`src/rtl/bless_nic.sv`:
```
// bless_nic: network interface at the local port (port 4) of a bufferless
// BLESS router. Queues core flits for injection, captures every ejected flit
// into a buffer for the core, and keeps debug statistics.
module bless_nic #(
    parameter logic [3:0] NODE_ID   = 4'd0,
    parameter int         CTRL_W    = 16,
    parameter int         DATA_W    = 64,
    parameter int         INJ_DEPTH = 4,
    parameter int         EJ_DEPTH  = 4,
    parameter int         CNT_W     = 16
) (
    input  logic              clk,
    input  logic              rst,
    input  logic              in_valid,
    output logic              in_ready,
    input  logic [3:0]        in_dst,
    input  logic [DATA_W-1:0] in_data,
    output logic [CTRL_W-1:0] port4_ci,
    output logic [DATA_W-1:0] port4_di,
    input  logic              port4_ready,
    input  logic [CTRL_W-1:0] port4_co,
    input  logic [DATA_W-1:0] port4_do,
    output logic              out_valid,
    input  logic              out_ready,
    output logic [3:0]        out_src,
    output logic [DATA_W-1:0] out_data,
    output logic [CNT_W-1:0]  inj_cnt,
    output logic [CNT_W-1:0]  drop_cnt,
    output logic [CNT_W-1:0]  misroute_cnt,
    output logic              ovf_sticky
);

    localparam int IAW = $clog2(INJ_DEPTH);
    localparam int EAW = $clog2(EJ_DEPTH);

    // ---------------- injection side ----------------
    logic [DATA_W+3:0] inj_mem [INJ_DEPTH];
    logic [IAW:0]      inj_wr;
    logic [IAW:0]      inj_rd;
    logic              inj_empty;
    logic              inj_full;
    logic              inj_push;
    logic              inj_pop;
    logic              slot_accept;
    logic              slot_load;
    logic [DATA_W+3:0] inj_head;
    logic [CTRL_W-1:0] ctrl_fmt;

    assign inj_empty   = (inj_wr == inj_rd);
    assign inj_full    = (inj_wr[IAW] != inj_rd[IAW]) &&
                         (inj_wr[IAW-1:0] == inj_rd[IAW-1:0]);
    assign in_ready    = !inj_full;
    assign inj_push    = in_valid && !inj_full;
    assign slot_accept = port4_ci[15] && port4_ready;
    // The slot refills whenever it is empty or being handed to the router.
    assign slot_load   = !port4_ci[15] || slot_accept;
    assign inj_pop     = slot_load && !inj_empty;
    assign inj_head    = inj_mem[inj_rd[IAW-1:0]];

    // Format the control word for the FIFO head: valid, age 0, dst, our id
    always_comb begin
        ctrl_fmt       = '0;
        ctrl_fmt[15]   = 1'b1;
        ctrl_fmt[7:4]  = inj_head[DATA_W+3:DATA_W];
        ctrl_fmt[3:0]  = NODE_ID;
    end

    // Injection FIFO storage
    always_ff @(posedge clk) begin
        if (inj_push)
            inj_mem[inj_wr[IAW-1:0]] <= {in_dst, in_data};
    end

    // Injection FIFO pointers
    always_ff @(posedge clk) begin
        if (rst) begin
            inj_wr <= '0;
            inj_rd <= '0;
        end else begin
            if (inj_push) inj_wr <= inj_wr + 1'b1;
            if (inj_pop)  inj_rd <= inj_rd + 1'b1;
        end
    end

    // Output register presented to the router; holds until accepted
    always_ff @(posedge clk) begin
        if (rst) begin
            port4_ci <= '0;
            port4_di <= '0;
        end else if (slot_load) begin
            if (!inj_empty) begin
                port4_ci <= ctrl_fmt;
                port4_di <= inj_head[DATA_W-1:0];
            end else begin
                port4_ci <= '0;
                port4_di <= '0;
            end
        end
    end

    // ---------------- ejection side ----------------
    logic [DATA_W+3:0] ej_mem [EJ_DEPTH];
    logic [EAW:0]      ej_wr;
    logic [EAW:0]      ej_rd;
    logic              ej_empty;
    logic              ej_full;
    logic              ej_pop;
    logic              ej_push;
    logic              ej_drop;
    logic              cap;
    logic              dst_ok;
    logic              misroute;
    logic              unused_co;

    assign ej_empty  = (ej_wr == ej_rd);
    assign ej_full   = (ej_wr[EAW] != ej_rd[EAW]) &&
                       (ej_wr[EAW-1:0] == ej_rd[EAW-1:0]);
    assign cap       = port4_co[15];
    assign dst_ok    = (port4_co[7:4] == NODE_ID);
    assign ej_pop    = !ej_empty && out_ready;
    // A full FIFO still accepts a capture when the core pops in the same cycle.
    assign ej_push   = cap && dst_ok && (!ej_full || ej_pop);
    assign ej_drop   = cap && dst_ok && ej_full && !ej_pop;
    assign misroute  = cap && !dst_ok;
    assign out_valid = !ej_empty;
    assign {out_src, out_data} = ej_mem[ej_rd[EAW-1:0]];
    // Age and any upper control bits are not needed on the ejection side.
    assign unused_co = ^port4_co;

    // Ejection FIFO storage
    always_ff @(posedge clk) begin
        if (ej_push)
            ej_mem[ej_wr[EAW-1:0]] <= {port4_co[3:0], port4_do};
    end

    // Ejection FIFO pointers
    always_ff @(posedge clk) begin
        if (rst) begin
            ej_wr <= '0;
            ej_rd <= '0;
        end else begin
            if (ej_push) ej_wr <= ej_wr + 1'b1;
            if (ej_pop)  ej_rd <= ej_rd + 1'b1;
        end
    end

    // Saturating statistics counters and overflow flag
    always_ff @(posedge clk) begin
        if (rst) begin
            inj_cnt      <= '0;
            drop_cnt     <= '0;
            misroute_cnt <= '0;
            ovf_sticky   <= 1'b0;
        end else begin
            if (slot_accept && inj_cnt != '1)     inj_cnt      <= inj_cnt + 1'b1;
            if (ej_drop && drop_cnt != '1)        drop_cnt     <= drop_cnt + 1'b1;
            if (misroute && misroute_cnt != '1)   misroute_cnt <= misroute_cnt + 1'b1;
            if (ej_drop)                          ovf_sticky   <= 1'b1;
        end
    end

endmodule

```
`config.mk`:
```
export PLATFORM = sky130hd
export DESIGN_NAME = bless_nic
export DESIGN_NICKNAME = d
export VERILOG_FILES = /design/src/rtl/bless_nic.sv
export SDC_FILE = /design/constraint.sdc
export NUM_CORES = 1
export LEC_CHECK = 0
export CORE_AREA = 2 2 258 209
export CTS_BUF_LIST = sky130_fd_sc_hd__clkbuf_8
export DETAILED_ROUTE_END_ITERATION = 16
export DIE_AREA = 0 0 260 211
export PLACE_DENSITY = 0.72
export SLEW_MARGIN = 20
export SYNTH_ARGS = -nofsm -noshare
export SYNTH_HDL_FRONTEND = slang
export SYNTH_SLANG_ARGS = --single-unit
```
`constraint.sdc`:
```
create_clock -name clk -period 7.9 [get_ports clk]
set_input_delay 2.37 -clock clk [delete_from_list [all_inputs] [get_ports clk]]
set_output_delay 2.37 -clock clk [all_outputs]
set_load 0.01 [all_outputs]
```
==> impl_metrics.tcl <==
set metrics [dict create \
    status "completed" \
    path_max_fanout 27 \
    min_path_type "reg -> reg" \
    cts.hold.buffers_added 0 \
    drc 0 \
    top_layer "met5" \
    synth_cells 1399 \
    min_to "port4_di[58]" \
    antenna_left 0 \
    seq_area_frac_synth 0.7518 \
    period_needed_ps 5367 \
    clk_latency_ps 670 \
    port_buffers 333 \
    placed_cells 2367 \
    hold_depth 2 \
    grt_max_degree 98 \
    initial_utilization 0.4857 \
    drt-pass1-iter-count 7 \
    cap_viol_max_count 0 \
    die_w_um 260 \
    antenna_found_initial 14 \
    rsz0062_at_grt "false" \
    num_rows 75 \
    grt_pass1_vias 14300 \
    h-tree-depth 3 \
    cts.sinks 678 \
    crit_type "reg -> out" \
    root_buffer "clkbuf_8" \
    timing.final.crit_share 0.6794 \
    yosys.area.top_type "edfxtp_1" \
    synth_warnings 0 \
    cts_resized 0 \
    arrival_ps 3000 \
    finalHoldViolations 0 \
    grt_overflow_total 0 \
    synth-seq-cells 678 \
    ff2ff_path_depth 4 \
    dieArea_um2 54860 \
    wl_met3_mm 4.680 \
    finalSetupViolations 0 \
    required_ps 5530 \
    synthTopCellsByArea "edfxtp_1, mux4_2, dfxtp_1" \
    syn-mean-instance-area_um2 18.08 \
    slew_viol_final 0 \
    synth_edf_count 544 \
    tns_ps 0 \
    met1_length_mm 21.45 \
    reg2reg_to "ej_mem[3][35]" \
    fill_cells 3812 \
    dieHeight_um 211 \
    wl_mm 53.31 \
    instances_no_fill 2570 \
    power_density_nw_per_um2 264.3 \
    avgViaCountPerCell 5.373 \
    netlist_area_um2 25300 \
    worstReg2RegStart "ej_rd[2]" \
    final_util 0.6039 \
    cts_tree "done" \
    async_flop_share 0 \
    grt_pass1_wl_mm 81.75 \
    ir_worst_vdd_mv 0.1820 \
    leakage_nw 10.08 \
    nNetsFinal 1947 \
    post_cts_buffers 0 \
    layout-drive-gt1-share 0.1797 \
    clk_path_buf_depth 3 \
    met2WireLength_mm 25.74 \
    track_usage 0.1957 \
    cp-start-kind "register" \
    fin_skew_ps 23.93 \
    worst_pin_slew_ps 1109 \
    syn_to_final_growth_pct 24.34 \
    netlist.area_leader.share 0.6458 \
    dpl_cell_area_um2 29300 \
    first_iter_violations 941 \
    cts_buffers 102 \
    ios 352 \
    min-delay-start "port4_di[58]" \
    fmax_ghz 0.1863 \
    num_vias 13810 \
    reg2reg_slack_ps 4960 \
    dpl.hpwl_mm 31.42 \
    coreArea_um2 52080 \
    gp_congestion 0.7526 \
    endpoint_kind "primary output" \
    fin_area_um2 31450 \
    cts.clk_slew.worst_paths_ps 60 \
    slew_headroom 0.2608 \
    wl_per_cell_um 20.74 \
    ys.flop_type "edfxtp_1" \
    yosys.cell_types.count 53 \
]
==> critical path: stages (launching register included) <==
cell             delay [ps]
dfxtp_4                 720
buf_4                   480
mux4_2                  550
clkdlybuf4s50_1         560
==> per-stage QoR <==
| stage | setup slack (ps) | hold slack [ps] | total power, mW |
|---|---|---|---|
| 6_report | 2533 | 450.7 | 8.313 |
| 5_1_grt | 2290 | 468.8 | 8.668 |
| 4_1_cts | 2009 | 454.2 | 8.422 |
| 3_5_place_dp | 2495 | 446.3 | 5.633 |
| 3_3_place_gp | 2457 | 438.4 | 5.618 |
| 2_1_floorplan | 2871 | 476.2 | 5.030 |
==> how the worst max path moves through the flow <==
stage | to | slack, ps
global placement | ej_mem[1][56] | 2460
floorplan | ej_mem[3][0] | 2870
CTS | out_data[46] | 2010
finish | out_data[46] | 2530
detailed placement | ej_mem[2][47] | 2490
global route | out_data[12] | 2290
==> cell usage after synthesis, types with 13 or more instances <==
library cell	instances
edfxtp_1	544
mux4_2	136
dfxtp_1	134
nand3_1	92
nand2_1	88
a21oi_1	83
nor2_1	60
clkbuf_1	47
xnor2_1	35
buf_2	17
nor3_1	14
buf_4	13
ha_1	13
==> cells by family (layout without fill, tap and decap cells) <==
kind of cell,Yosys count,after routing,synth area share
AO/OA/AOI/OAI,101,101,0.02107
XOR/XNOR,44,44,0.01583
adder cells (fa/ha/maj),13,13,0.006430
buffers and inverters,94,555,0.01701
flip-flops,678,678,0.7518
multiplexers,142,142,0.1236
other,1,18,0.0001482
AND/OR/NAND/NOR,326,326,0.06415
==> where the power goes <==
group	leakage [nW]	switching (mW)	internal [mW]	total, mW
combinational	2.89	0.659	0.666	1.32
sequential	6.04	0.145	4.07	4.22
clock	1.15	1.32	1.45	2.77
==> per-layer routing <==
layer / GRT usage / vias up
met5: 0 / -
met4: 0.07055 / 20
met3: 0.06635 / 104
met2: 0.3125 / 437
met1: 0.2506 / 6977
li1: - / 6270
==> final cells by class <==
type,instances,area [um2],area share
Sequential cell,678,19030,0.6050
Multi-Input combinational cell,637,5932,0.1886
Timing Repair Buffer,354,3537,0.1125
Clock buffer,122,1679,0.05338
Tap cell,693,867.1,0.02757
Clock inverter,71,362.8,0.01154
Inverter,8,30.03,0.0009547
Antenna cell,7,17.52,0.0005569
==> state kept, by name, summed over array words and instances, names as in the netlist, 5 cells and up, named ones only <==
signal and flops:
drop_cnt 16, ej_mem 272, inj_cnt 16, inj_mem 272, misroute_cnt 16, port4_ci 5
port4_di 64
==> cell usage in the layout (no fill, tap or decap), drive strengths merged, types with 4 or more instances in the layout <==
cell type      Yosys  routed
and4               4       4
nand4             13      13
edfxtp           544     544
mux2i              4       4
xor2               7       7
and2               8       8
inv                8      32
clkdlybuf4s50      0     332
nor2              60      60
or3                6       6
xnor2             37      37
dfxtp            134     134
and3               5       5
ha                13      13
mux4             136     136
nor2b              4       4
buf               39      22
clkbuf            47     122
nand3             92      92
diode              0       7
nor3              15      15
clkinv             0      44
conb               1      11
a21oi             83      83
nor4              15      15
nand2             88      88
o21ai              7       7
No activity file was read; power rests on OpenSTA's default activity.
